[src/rtl/flappy_audio_pkg.sv]
// Purpose: shared note codes, pitch table, half-period helper and FSM encodings for the tone sequencer.
// Latency: n/a (constants and an elaboration-time helper function only).
// Backpressure: n/a.
package flappy_audio_pkg;

  localparam logic [3:0] NOTE_REST = 4'h0;
  localparam logic [3:0] NOTE_END  = 4'hF;

  // Pitch in Hz by note code: 1 G4 .. 14 E6; REST and END have no pitch.
  localparam int unsigned PITCH_HZ [16] = '{
    0, 392, 415, 440, 494, 523, 587, 659,
    698, 784, 880, 988, 1046, 1175, 1319, 0
  };

  // Half-period in clock cycles, truncated; 0 for codes without a pitch.
  function automatic int unsigned half_period(input logic [3:0] note, input int unsigned clk_hz);
    if (PITCH_HZ[note] == 0) return 0;
    return clk_hz / (2 * PITCH_HZ[note]);
  endfunction

  typedef logic [2:0] state_t;

  localparam state_t ST_IDLE   = 3'd0;
  localparam state_t ST_FETCH  = 3'd1;
  localparam state_t ST_WAIT   = 3'd2;
  localparam state_t ST_DECODE = 3'd3;
  localparam state_t ST_PLAY   = 3'd4;

endpackage

[src/rtl/tone_sequencer_if.sv]
// Purpose: control, song-ROM and audio signals between the player and its host.
// Latency: n/a (wires only).
// Backpressure: none; start/stop are single-cycle pulses, ROM data is fixed one cycle after address.
interface tone_sequencer_if #(
  parameter int ADDR_W  = 8,
  parameter int TRACK_W = 2
);
  logic               start;
  logic [TRACK_W-1:0] track;
  logic               loop;
  logic               stop;
  logic               mute;
  logic [ADDR_W-1:0]  rom_addr;
  logic [7:0]         rom_data;
  logic               beep;
  logic               busy;
  logic               done;

  modport master (
    output start, track, loop, stop, mute, rom_data,
    input  rom_addr, beep, busy, done
  );

  modport slave (
    input  start, track, loop, stop, mute, rom_data,
    output rom_addr, beep, busy, done
  );
endinterface

[src/rtl/tone_gen.sv]
// Purpose: square-wave pitch divider for one note code; REST gives a constant low output.
// Latency: first toggle HP cycles after run rises; output forced low the cycle after run drops.
// Backpressure: none.
module tone_gen
  import flappy_audio_pkg::*;
#(
  parameter int unsigned CLK_HZ = 50_000_000
) (
  input  logic       clk,
  input  logic       rst,
  input  logic       load,
  input  logic       run,
  input  logic [3:0] note,
  output logic       beep_raw
);

  // G4 is the lowest pitch, so its half-period sizes the counter.
  localparam int unsigned HP_MAX = half_period(4'h1, CLK_HZ);
  localparam int          HP_W   = (HP_MAX > 1) ? $clog2(HP_MAX) : 1;

  logic [3:0]      note_r;
  logic [HP_W-1:0] cnt;
  logic [HP_W-1:0] hp_m1 [16];

  // Terminal counts are constants; entries for REST/END are never consulted.
  for (genvar g = 0; g < 16; g++) begin : g_hp
    assign hp_m1[g] = HP_W'(half_period(4'(g), CLK_HZ) - 1);
  end

  // Divider: count 0..HP-1 and toggle at the wrap; idle or rest holds the line low.
  always_ff @(posedge clk) begin
    if (rst) begin
      note_r   <= NOTE_REST;
      cnt      <= '0;
      beep_raw <= 1'b0;
    end else begin
      if (load) note_r <= note;
      if (!run || note_r == NOTE_REST) begin
        cnt      <= '0;
        beep_raw <= 1'b0;
      end else if (cnt == hp_m1[note_r]) begin
        cnt      <= '0;
        beep_raw <= ~beep_raw;
      end else begin
        cnt <= cnt + HP_W'(1);
      end
    end
  end

endmodule

[src/rtl/tone_sequencer.sv]
// Purpose: melody/effect player walking song-ROM entries {dur, note} and driving a square-wave beep.
// Latency: 3-cycle silent gap between notes (FETCH, WAIT, DECODE); start/stop act on the next edge.
// Backpressure: none; stop beats start, start preempts anything in progress.
module tone_sequencer
  import flappy_audio_pkg::*;
#(
  parameter int unsigned CLK_HZ  = 50_000_000,
  parameter int unsigned TICK_HZ = 16,
  parameter int          ADDR_W  = 8,
  parameter int          TRACK_W = 2
) (
  input logic             clk,
  input logic             rst,
  tone_sequencer_if.slave bus
);

  localparam int unsigned      TICK_P    = CLK_HZ / TICK_HZ;
  localparam int               TK_W      = (TICK_P > 1) ? $clog2(TICK_P) : 1;
  localparam logic [TK_W-1:0]  TICK_LAST = TK_W'(TICK_P - 1);

  state_t            state;
  logic [ADDR_W-1:0] base;
  logic [ADDR_W-1:0] rom_addr_r;
  logic [ADDR_W-1:0] new_base;
  logic              loop_r;
  logic              done_r;
  logic [7:0]        entry;
  logic [3:0]        e_note;
  logic [3:0]        e_dur;
  logic [4:0]        dur_cnt;
  logic [TK_W-1:0]   tick_cnt;
  logic              last_tick;
  logic              run;
  logic              load;
  logic              beep_raw;

  assign e_note    = entry[3:0];
  assign e_dur     = entry[7:4];
  assign new_base  = ADDR_W'(bus.track) << (ADDR_W - TRACK_W);
  assign last_tick = (tick_cnt == TICK_LAST) && (dur_cnt == 5'd1);
  // The tone keeps running only while PLAY continues past this edge.
  assign run       = (state == ST_PLAY) && !bus.stop && !bus.start && !last_tick;
  assign load      = (state == ST_DECODE) && !bus.stop && !bus.start && (e_note != NOTE_END);

  tone_gen #(.CLK_HZ(CLK_HZ)) u_tone (
    .clk      (clk),
    .rst      (rst),
    .load     (load),
    .run      (run),
    .note     (e_note),
    .beep_raw (beep_raw)
  );

  // Sequencer FSM with stop > start > normal stepping; also owns tick and duration counters.
  always_ff @(posedge clk) begin
    if (rst) begin
      state      <= ST_IDLE;
      base       <= '0;
      rom_addr_r <= '0;
      loop_r     <= 1'b0;
      done_r     <= 1'b0;
      entry      <= '0;
      dur_cnt    <= '0;
      tick_cnt   <= '0;
    end else begin
      done_r <= 1'b0;
      if (bus.stop) begin
        state <= ST_IDLE;
      end else if (bus.start) begin
        base       <= new_base;
        rom_addr_r <= new_base;
        loop_r     <= bus.loop;
        state      <= ST_FETCH;
      end else begin
        case (state)
          ST_FETCH: state <= ST_WAIT;
          ST_WAIT: begin
            entry <= bus.rom_data;
            state <= ST_DECODE;
          end
          ST_DECODE: begin
            if (e_note == NOTE_END) begin
              if (loop_r) begin
                rom_addr_r <= base;
                state      <= ST_FETCH;
              end else begin
                done_r <= 1'b1;
                state  <= ST_IDLE;
              end
            end else begin
              dur_cnt  <= (e_dur == 4'd0) ? 5'd16 : {1'b0, e_dur};
              tick_cnt <= '0;
              state    <= ST_PLAY;
            end
          end
          ST_PLAY: begin
            if (tick_cnt == TICK_LAST) begin
              tick_cnt <= '0;
              if (dur_cnt == 5'd1) begin
                // Address wraps across the whole ROM, not just the track.
                rom_addr_r <= rom_addr_r + ADDR_W'(1);
                state      <= ST_FETCH;
              end else begin
                dur_cnt <= dur_cnt - 5'd1;
              end
            end else begin
              tick_cnt <= tick_cnt + TK_W'(1);
            end
          end
          default: state <= ST_IDLE;
        endcase
      end
    end
  end

  assign bus.rom_addr = rom_addr_r;
  assign bus.busy     = (state != ST_IDLE);
  assign bus.done     = done_r;
  assign bus.beep     = beep_raw & ~bus.mute;

endmodule

[src/flat_wrapper.sv]
// flat-port wrapper written by rule: the top's interface ports become plain ports
module tone_sequencer_flat import flappy_audio_pkg::*;
#(
  parameter int unsigned CLK_HZ  = 50_000_000,
  parameter int unsigned TICK_HZ = 16,
  parameter int          ADDR_W  = 8,
  parameter int          TRACK_W = 2
)
  (clk, rst, bus_start, bus_track, bus_loop, bus_stop, bus_mute, bus_rom_data, bus_rom_addr, bus_beep, bus_busy, bus_done);
  tone_sequencer_if #(.ADDR_W(ADDR_W), .TRACK_W(TRACK_W)) bus_i ();
  input logic clk;
  input logic rst;
  input wire logic [$bits(bus_i.start)-1:0] bus_start;
  input wire logic [$bits(bus_i.track)-1:0] bus_track;
  input wire logic [$bits(bus_i.loop)-1:0] bus_loop;
  input wire logic [$bits(bus_i.stop)-1:0] bus_stop;
  input wire logic [$bits(bus_i.mute)-1:0] bus_mute;
  input wire logic [$bits(bus_i.rom_data)-1:0] bus_rom_data;
  output wire logic [$bits(bus_i.rom_addr)-1:0] bus_rom_addr;
  output wire logic [$bits(bus_i.beep)-1:0] bus_beep;
  output wire logic [$bits(bus_i.busy)-1:0] bus_busy;
  output wire logic [$bits(bus_i.done)-1:0] bus_done;
  assign bus_i.start = bus_start;
  assign bus_i.track = bus_track;
  assign bus_i.loop = bus_loop;
  assign bus_i.stop = bus_stop;
  assign bus_i.mute = bus_mute;
  assign bus_i.rom_data = bus_rom_data;
  assign bus_rom_addr = bus_i.rom_addr;
  assign bus_beep = bus_i.beep;
  assign bus_busy = bus_i.busy;
  assign bus_done = bus_i.done;
  tone_sequencer #(.CLK_HZ(CLK_HZ), .TICK_HZ(TICK_HZ), .ADDR_W(ADDR_W), .TRACK_W(TRACK_W)) u_core (.clk(clk), .rst(rst), .bus(bus_i));
endmodule
[config.mk]
export PLATFORM = sky130hd
export DESIGN_NAME = tone_sequencer_flat
export DESIGN_NICKNAME = d
export VERILOG_FILES = /design/src/rtl/flappy_audio_pkg.sv /design/src/rtl/tone_sequencer_if.sv /design/src/rtl/tone_gen.sv /design/src/rtl/tone_sequencer.sv /design/src/flat_wrapper.sv
export SDC_FILE = /design/constraint.sdc
export NUM_CORES = 1
export LEC_CHECK = 0
export CORE_ASPECT_RATIO = 0.5
export CORE_MARGIN = 5
export CORE_UTILIZATION = 50
export CTS_CLUSTER_SIZE = 16
export DETAILED_ROUTE_END_ITERATION = 16
export GPL_ROUTABILITY_DRIVEN = 1
export MAX_ROUTING_LAYER = met4
export PLACE_DENSITY = 0.76
export SYNTH_ARGS = -nofsm -noshare
export SYNTH_HDL_FRONTEND = slang
export SYNTH_HIERARCHICAL = 1
export SYNTH_SLANG_ARGS = --single-unit
export TNS_END_PERCENT = 20
[constraint.sdc]
create_clock -name clk -period 4.4 [get_ports clk]
set_clock_uncertainty 0.05 [all_clocks]
set_input_delay 0.88 -clock clk [delete_from_list [all_inputs] [get_ports clk]]
set_output_delay 0.88 -clock clk [all_outputs]
set_load 0.01 [all_outputs]
== After elaboration in Yosys (flattened, before gate mapping) ==
Memories as Yosys holds them, arrays and structs flattened.
Cells that the tools add are included.
Operators by class
  reduce and logical (&&, ||, !) cells: 29
  eq/ne operators: 17
  multiplexer cells: 23
  bitwise operators: 8
  $lt $le $gt $ge: 1
  add/sub/neg operators: 4
Operator list (number)
  22-bit 2-to-1 mux: 2
  22-bit case mux with 2 select lines: 1
  8-bit 2-to-1 mux: 5
  16-bit 2-to-1 mux: 2
  22-bit by 1-bit adder with 22-bit output, second input constant: 1
  22-bit equality test, second input constant: 1
  5-bit 2-to-1 mux: 4
  16-bit by 1-bit adder with 16-bit output, second input constant: 1
  16-bit equality test: 1
  8-bit case mux with 2 select lines: 1
  3-bit case mux with 4 select lines: 1
  6-bit AND reduction: 2
  5-bit case mux with 2 select lines: 1
  3-bit 2-to-1 mux: 3
  3-bit by 2-bit inequality test with 1-bit output, second input constant: 3
  8-bit by 1-bit adder with 8-bit output, second input constant: 1
  4-bit logical NOT: 2
  1-bit logical AND: 7
  3-bit by 2-bit equality test with 1-bit output, second input constant: 2
  1-bit inverter: 6
  2-bit AND reduction: 3
  3-bit nonzero test: 2
  3-bit OR reduction: 2
  5-bit by 1-bit equality test with 1-bit output, second input constant: 1
  19 further kinds: 27
Word-level totals
  word-level logic and storage cells: 95
  memories: 1
  register bits: 71
  bits in read-only memories: 256
  output and inout bits: 11
Memories
  (name not given): depth 16, bits a word 16, read ports 1, clocked after Yosys merged registers in 0, wr ports 0, RTL line tone_gen.sv:41  | end else if (cnt == hp_m1[note_r]) begin

== Logic depth before layout (Yosys ltp) ==
Gate-level depths: netlist (run 1).
  depth after elaboration: 7
  gate-level depth with buffers: 12
  gate-level depth less buffers: 9

== Modules after synthesis ==
Netlist (run 1), hierarchy kept.
By module, submodules not included
  tone_sequencer: seq. area each 1001.0 µm², area an instance 2748.9 µm², cells an instance 334, instances 1
  tone_gen: seq. area each 420.4 µm², area an instance 1741.7 µm², cells an instance 202, instances 1

== Least setup slack after synthesis (run 1) ==
Ideal clock, no wire load.
  path type: register to register
  start point: register u_core.u_tone.note_r[0]
  end point: register u_core.u_tone.cnt[13]
  library setup time: 0.138 ns
  path slack: 1.512 ns
  period minus slack after synthesis: 2.888 ns
  arrival: 2.700 ns
  buffers on the path: 3
  cell stages (with the launch flop): 13
  path through: dfxtp_1 -> inv_1 -> ha_1 -> buf_2 -> inv_1 -> mux4_2 -> xor2_1 -> o2111ai_1 -> a2111oi_4 -> and4_1 -> buf_6 -> buf_12 -> nor3_2
Between the ends
  cells in the longest elaborated chain, start to end: 6
  elaborated cells on any way between the ends: 8
Ends and longest elaborated chain
  start, declared: RTL line tone_gen.sv:21  | logic [3:0] note_r;
  start signal, assigned: RTL line tone_gen.sv:37  | if (load) note_r <= note;
  4-bit inverter with 5-bit output (implied by the code): RTL line tone_gen.sv:41
  memory 16 x 16 bit
  16-bit 2-to-1 mux (implied by the code) (2 in a row): RTL line tone_gen.sv:41
  16-bit equality test: RTL line tone_gen.sv:41
  3-bit OR reduction (no line) *
  end signal, assigned: RTL line tone_gen.sv:45  | cnt <= cnt + HP_W'(1);
  end, declared: RTL line tone_gen.sv:22  | logic [HP_W-1:0] cnt;
Mark *: on every way between the ends. The rest lies on a longest branch, timed or not. The select of a mux whose other input is x is not followed.
A chain may end at the register's enable or synchronous reset.

== Worst setup path in the final report (run 1) ==
  start point: register u_core.u_tone.note_r[0]
  end point: register u_core.u_tone.cnt[1]
Same word-level chain as after synthesis.

==> metrics.csv, run 1 <==
stage,metric,value,unit
timing,max frequency,0.276,GHz
synthesis,fraction of registers with async set or reset after synthesis,0,%
pwr,Power Density,284,nW/um^2
drt,via count,3899,
synthesis,synth top area cells,"dfxtp_1 32%, nor2_1 5.0%, mux2i_1 4.7%",
critical_path,"Buf+Inv Stages, Crit Path",2,
clocking,Post-CTS Hold Buffers,0,
synthesis,most common cell in the netlist,dfxtp_1,
floorplan,chip height,77.0,microns
synthesis,syn nets,564,
clocking,Root Driver,clkbuf_16,
timing,unrepaired setup endpoints after global routing,false,
synthesis,YS warnings,6,
clocking,Clock Latency Late Sink,0.34,ns
outcome,status,"finished, final reports clean",
synthesis,"Top FF cell, synth",dfxtp_1,
drt,number of remaining DRC errors,0,
drt,DR pass1 iterations,5,
cells_and_area,antenna cell count,0,
critical_path,crit start category,register,
synthesis,synthesized cell area,4490,sq um
clocking,clk buf depth,2,
critical_path,Slowest Stage Delay on Critical Path,0.77,ns
global_routing,initial antenna violation count,0,
floorplan,Starting Density,51.4,%
global_routing,vias in the first global route,3734,
pwr,VDD IR max,0.000196,V
synthesis,Yosys top cell by area,dfxtp_1,
synthesis,area share of the largest cell type after synthesis,31.7,%
floorplan,Rows,24,
floorplan,# IOs,27,
clocking,Clock Pin Slew Worst Setup and Hold Paths,0.06,ns
synthesis,Commonest cells post-synth,"71 x dfxtp_1, 60 x nor2_1, 41 x nand2_1",
clocking,CTS Buf Count,9,
cells_and_area,filler instances,773,
timing,final hold violation count,0,
placement,post-DP HPWL,7.47,mm
synthesis,#FFs+latches synth,71,
cells_and_area,nets@finish,572,
placement,GPL Wtd Cong,0.890,
timing,Final Max Slew Viols,0,
drt,Routed wire per std cell,15.7,microns
pwr,LEAKAGE,1.66,nW
global_routing,grt ovf,0,
floorplan,die width,144,microns
cells_and_area,share of cells above drive strength 1,8.38,%
critical_path,Worst EP required,4.54,ns
clocking,postcts setup bufs,0,
critical_path,arrival time at the worst endpoint,3.76,ns
drt,vias per std cell,5.85,
cells_and_area,Area growth syn-to-layout,11.9,%
synthesis,Netlist cell types,70,
timing,# setup viols final,0,
critical_path,Setup crit end kind,register,
synthesis,Mapped Cells,536,
critical_path,CP Cell Sequence,inv_1 > ha_1 > inv_1 > mux4_2 > xor2_1 > o2111ai_1 > a2111oi_4 > and4_1 > nor3b_1,
critical_path,CP max stage cell,and4_1,
synthesis,register area share after synthesis,31.7,%
synthesis,Post-synth EDFFs,0,
drt,First DRT Iteration DRCs,267,
flow_run,Max Cap Viol,0,
timing,Worst-Margin Slew,1.02,ns
drt,Routed Antenna Nets,0,
global_routing,first-pass GRT wire length,17.9,mm
clocking,CTS tree,yes,
clocking,H-tree depth,3,
global_routing,pin count of the biggest net entering global routing,29,
critical_path,largest fanout on the critical path,16,
critical_path,WS Path Type,reg -> reg,
placement,port bufs,26,
timing,Final Cycle Share,82.3,%
hold_path,Worst Hold Class,reg -> reg,
critical_path,"delay-heaviest family, CP",simple AND/OR/NAND/NOR gates,
floorplan,die area,11100,sq um
timing,post-route minimum period,3.62,ns
synthesis,syn avg cell area,8.38,sq um
cells_and_area,final core occ,57.5,%
critical_path,CP most frequent cell,inv_1,
timing,worst rel slew slack,32.1,%
clocking,clk sinks,71,
clocking,number of gates resized after CTS,0,
global_routing,Total GRT Usage,20.5,%
drt,WL final,10.5,mm
timing,TNS Setup,0,ns
floorplan,Core Region,8740,sq um
[report_power, final]
group | internal (mW) | switching [mW]
logic | 0.0241 | 0.0262
registers | 0.647 | 0.00430
clock network | 0.451 | 0.275
total | 1.12 | 0.305
[worst min-delay path, cell delays in order, from the launching register on]
cell,delay [ns]
dfxtp_1,0.33
nand2_1,0.06
nand2_1,0.04
[metal layers]
| metal | GRT usage, % | wire length [microns] | up-vias | part of all wire (%) |
|---|---|---|---|---|
| li1 | - | - | 1951 | - |
| met1 | 25.0 | 4860 | 1842 | 46 |
| met2 | 32.8 | 5030 | 92 | 48 |
| met3 | 4.91 | 403 | 14 | 3.8 |
| met4 | 7.99 | 190 | 0 | 1.8 |
| met5 | - | 0 | - | 0 |
[placed cells by master, fill, tap and decap left out, types with 19 or more instances in the layout]
cell type	instances
clkdlybuf4s50_1	26
nor2_1	60
a21oi_1	24
inv_1	19
xnor2_1	23
xor2_1	19
o21ai_0	19
dfxtp_1	71
mux2i_1	21
nand2_1	41
[state kept, by name, indices dropped and copies added, names as in the netlist]
signal,flops
u_core/tick_cnt,22
u_core/u_tone/cnt,16
u_core/bus.rom_addr,8
u_core/entry,8
u_core/dur_cnt,5
u_core/u_tone/note_r,4
u_core/state,3
u_core/base,2
u_core/bus.done,1
u_core/loop_r,1
u_core/u_tone/beep_raw,1
[area by class of cell]
class	instances	area [sq um]	area share (%)
clock inverter	6	60.1	1.20
inverter	21	81.3	1.62
multi-input combinational	411	2790	55.5
timing repair buffer	30	290	5.78
sequential	71	1420	28.3
clock buffer	10	239	4.76
tap	117	146	2.91
[metrics by stage]
| step | instance area (sq um) | hold slack (ns) | setup slack [ns] | instances | power [mW] |
|---|---|---|---|---|---|
| 5_1_grt | 5020 | 0.464 | 0.564 | 666 | 1.47 |
| 2_1_floorplan | 4490 | 0.391 | 1.51 | 536 | 0.690 |
| 6_report | 5020 | 0.428 | 0.779 | 666 | 1.43 |
| 3_3_place_gp | 4730 | 0.418 | 1.01 | 650 | 0.715 |
| 4_1_cts | 5020 | 0.437 | 0.768 | 666 | 1.44 |
| 3_5_place_dp | 4730 | 0.427 | 0.777 | 650 | 0.715 |
[final timing paths]
check                                from              endpoint  slack [ns]  cells past startpoint
setup / recovery  u_core/u_tone/note_r[0]  u_core/u_tone/cnt[1]        0.78                      9
hold / removal        u_core/tick_cnt[19]   u_core/tick_cnt[19]        0.43                      2
setup reg to reg  u_core/u_tone/note_r[0]  u_core/u_tone/cnt[1]        0.78                      9
hold reg to reg       u_core/tick_cnt[19]   u_core/tick_cnt[19]        0.43                      2
[cell families after synthesis]
kind of cell,share of synthesized area (%)
DFF,31.7
buffers and inverters,6.30
muxes,6.44
xor gates and xnor gates,8.19
AOI/OAI and AO/OA,14.9
adders and majority gates,3.34
and+or+nand+nor,29.2
(Power assumes the default switching activity.)
==> run 2: changes to the inputs <==
- PLACE_DENSITY: 0.76 -> 0.79
- clock period: 4.4 -> 3.01 ns (I/O delays scaled with it)
==> metrics.csv, run 2 (same netlist as run 1, synthesis figures left out) <==
stage,metric,value,unit,change
hold_path,HP Start,u_core/loop_r,,
timing,Worst-Margin Slew,0.626,ns,-0.391 ns
pwr,switch share,20.1,%,-1.3 points
clocking,number of gates resized after CTS,0,,unchanged
critical_path,Critical R2R Capture,u_core/u_tone/cnt[1],,
timing,hold_ws,0.438,ns,+0.00952 ns
floorplan,chip height,77.0,microns,unchanged
cells_and_area,nets@finish,584,,+2.1%
floorplan,die area,11100,sq um,unchanged
timing,TNS Setup,0,ns,unchanged
clocking,clk sinks,71,,unchanged
pwr,Clock Power Share,53.2,%,+2.4 points
timing,Final Cycle Share,90.6,%,+8.4 points
cells_and_area,"Most flops, register",u_core/tick_cnt,,
drt,Routed wire per std cell,15.5,microns,-1.5%
hold_path,end of the worst hold path,u_core/bus.done,,
critical_path,FF-to-FF Start,u_core/u_tone/note_r[1],,
global_routing,vias in the first global route,3672,,-1.7%
clocking,Clock Pin Slew Worst Setup and Hold Paths,0.05,ns,about the same
timing,max frequency,0.367,GHz,+33%
clocking,clk buf depth,2,,unchanged
global_routing,Total GRT Usage,20.0,%,-0.53 points
cells_and_area,share of cells above drive strength 1,9.98,%,+1.6 points
clocking,CTS tree,yes,,
cells_and_area,"commonest non-fill, non-tap cell in the layout",dfxtp_1,,
drt,via count,4007,,+2.8%
clocking,postcts setup bufs,0,,unchanged
global_routing,initial antenna violation count,0,,unchanged
pwr,Power Density,426,nW/um^2,+50%
clocking,Clock Latency Late Sink,0.33,ns,about the same
clocking,CTS Buf Count,9,,unchanged
timing,worst rel slew slack,58.1,%,+26 points
cells_and_area,post-route cell area,5140,sq um,+2.3%
global_routing,pin count of the biggest net entering global routing,29,,unchanged
cells_and_area,filler instances,746,,-3.5%
floorplan,Starting Density,51.4,%,unchanged
timing,Final Max Slew Viols,0,,unchanged
floorplan,# IOs,27,,unchanged
placement,GPL Wtd Cong,0.998,,+12%
outcome,status,"finished, final reports clean",,
cells_and_area,antenna cell count,0,,unchanged
floorplan,Rows,24,,unchanged
critical_path,arrival time at the worst endpoint,2.89,ns,-0.87 ns
cells_and_area,most frequent cells in the layout,"71 x dfxtp_1, 60 x nor2_1, 41 x nand2_1",,
drt,First DRT Iteration DRCs,258,,-3.4%
drt,vias per std cell,5.91,,+0.95%
global_routing,grt ovf,0,,unchanged
cells_and_area,Area growth syn-to-layout,14.5,%,
critical_path,Setup crit end kind,register,,
pwr,internal power,1.75,mW,+56%
placement,port bufs,26,,unchanged
cells_and_area,max reg flops,22,,unchanged
hold_path,hold path depth,1,,-1
cells_and_area,final core occ,58.8,%,+1.3 points
placement,area post-placement,4820,sq um,+1.9%
timing,final hold violation count,0,,unchanged
floorplan,die width,144,microns,unchanged
clocking,Root Driver,clkbuf_16,,
critical_path,largest fanout on the critical path,16,,unchanged
critical_path,reg2reg setup slack,0.28,ns,-0.50 ns
pwr,sequential power share,43.4,%,-2.2 points
clocking,H-tree depth,3,,unchanged
timing,post-route minimum period,2.73,ns,-0.892 ns
timing,unrepaired setup endpoints after global routing,false,,
critical_path,WS Path Type,reg -> reg,,
pwr,VDD IR max,0.000267,V,+36%
pwr,LEAKAGE,1.73,nW,+4.7%
hold_path,Worst Hold Class,reg -> reg,,
pwr,combinational power share,3.4,%,about the same
clocking,Post-CTS Hold Buffers,0,,unchanged
critical_path,Worst EP required,3.17,ns,-1.37 ns
flow_run,Max Cap Viol,0,,unchanged
drt,DR pass1 iterations,5,,unchanged
drt,number of remaining DRC errors,0,,unchanged
floorplan,Core Region,8740,sq um,unchanged
drt,Routed Antenna Nets,0,,unchanged
critical_path,R2R depth,10,,+1
drt,WL final,10.5,mm,+0.26%
cells_and_area,Largest regs,"u_core/tick_cnt x22, u_core/u_tone/cnt x16",,
placement,post-DP HPWL,7.47,mm,about the same
global_routing,first-pass GRT wire length,17.6,mm,-1.8%
pwr,Psw,0.440,mW,+44%
timing,# setup viols final,0,,unchanged
critical_path,crit start category,register,,
## run 2: worst max-delay path: stages (launching register included)
cell,delay (ns)
dfxtp_1,0.33
inv_1,0.10
ha_1,0.35
inv_1,0.06
mux4_2,0.45
xor2_1,0.16
o2111ai_1,0.17
a2111oi_4,0.35
and4_1,0.23
buf_4,0.25
nor3b_1,0.09
## run 2: metal layers
layer,up-vias,global-route usage [%],part of all wire [%]
li1,1986,-,-
met5,-,-,0
met4,0,4.61,0.78
met1,1912,24.3,46
met2,101,33.1,49
met3,8,5.47,4.8
## run 2: how the worst max path moves through the flow
stage,from,to,cells past startpoint
floorplan,u_core/u_tone/note_r[0],u_core/u_tone/cnt[13],12
global placement,u_core/u_tone/note_r[1],u_core/u_tone/cnt[1],10
detailed placement,u_core/u_tone/note_r[1],u_core/u_tone/cnt[1],10
global route,u_core/u_tone/note_r[1],u_core/u_tone/cnt[1],10
CTS,u_core/u_tone/note_r[1],u_core/u_tone/cnt[1],10
finish,u_core/u_tone/note_r[1],u_core/u_tone/cnt[1],10
## run 2: final cells by class
type	count	area [sq um]	share of cell area, %
clock buffers	13	260	5.06
clock inverters	3	65.1	1.27
inverters	21	81.3	1.58
multi-input cells	411	2790	54.2
flip-flops and latches	71	1420	27.6
well taps	117	146	2.85
repair buffers	42	380	7.40
## run 2: metrics by stage
stage | setup WS (ns) | instances | power [mW]
floorplan | 0.122 | 536 | 1.01
global placement | 0.412 | 662 | 1.05
detailed placement | 0.312 | 662 | 1.05
CTS | 0.282 | 678 | 2.21
global route | 0.0891 | 678 | 2.26
finish | 0.282 | 678 | 2.19
## run 2: power groups by stage
stage                     Clock, mW  Combinational [mW]  Sequential (mW)
after global routing           1.23              0.0805            0.953
after floorplan                   0              0.0379            0.971
after CTS                      1.18              0.0740            0.952
final                          1.17              0.0742            0.952
after detailed placement          0              0.0739            0.972
after global placement            0              0.0734            0.972
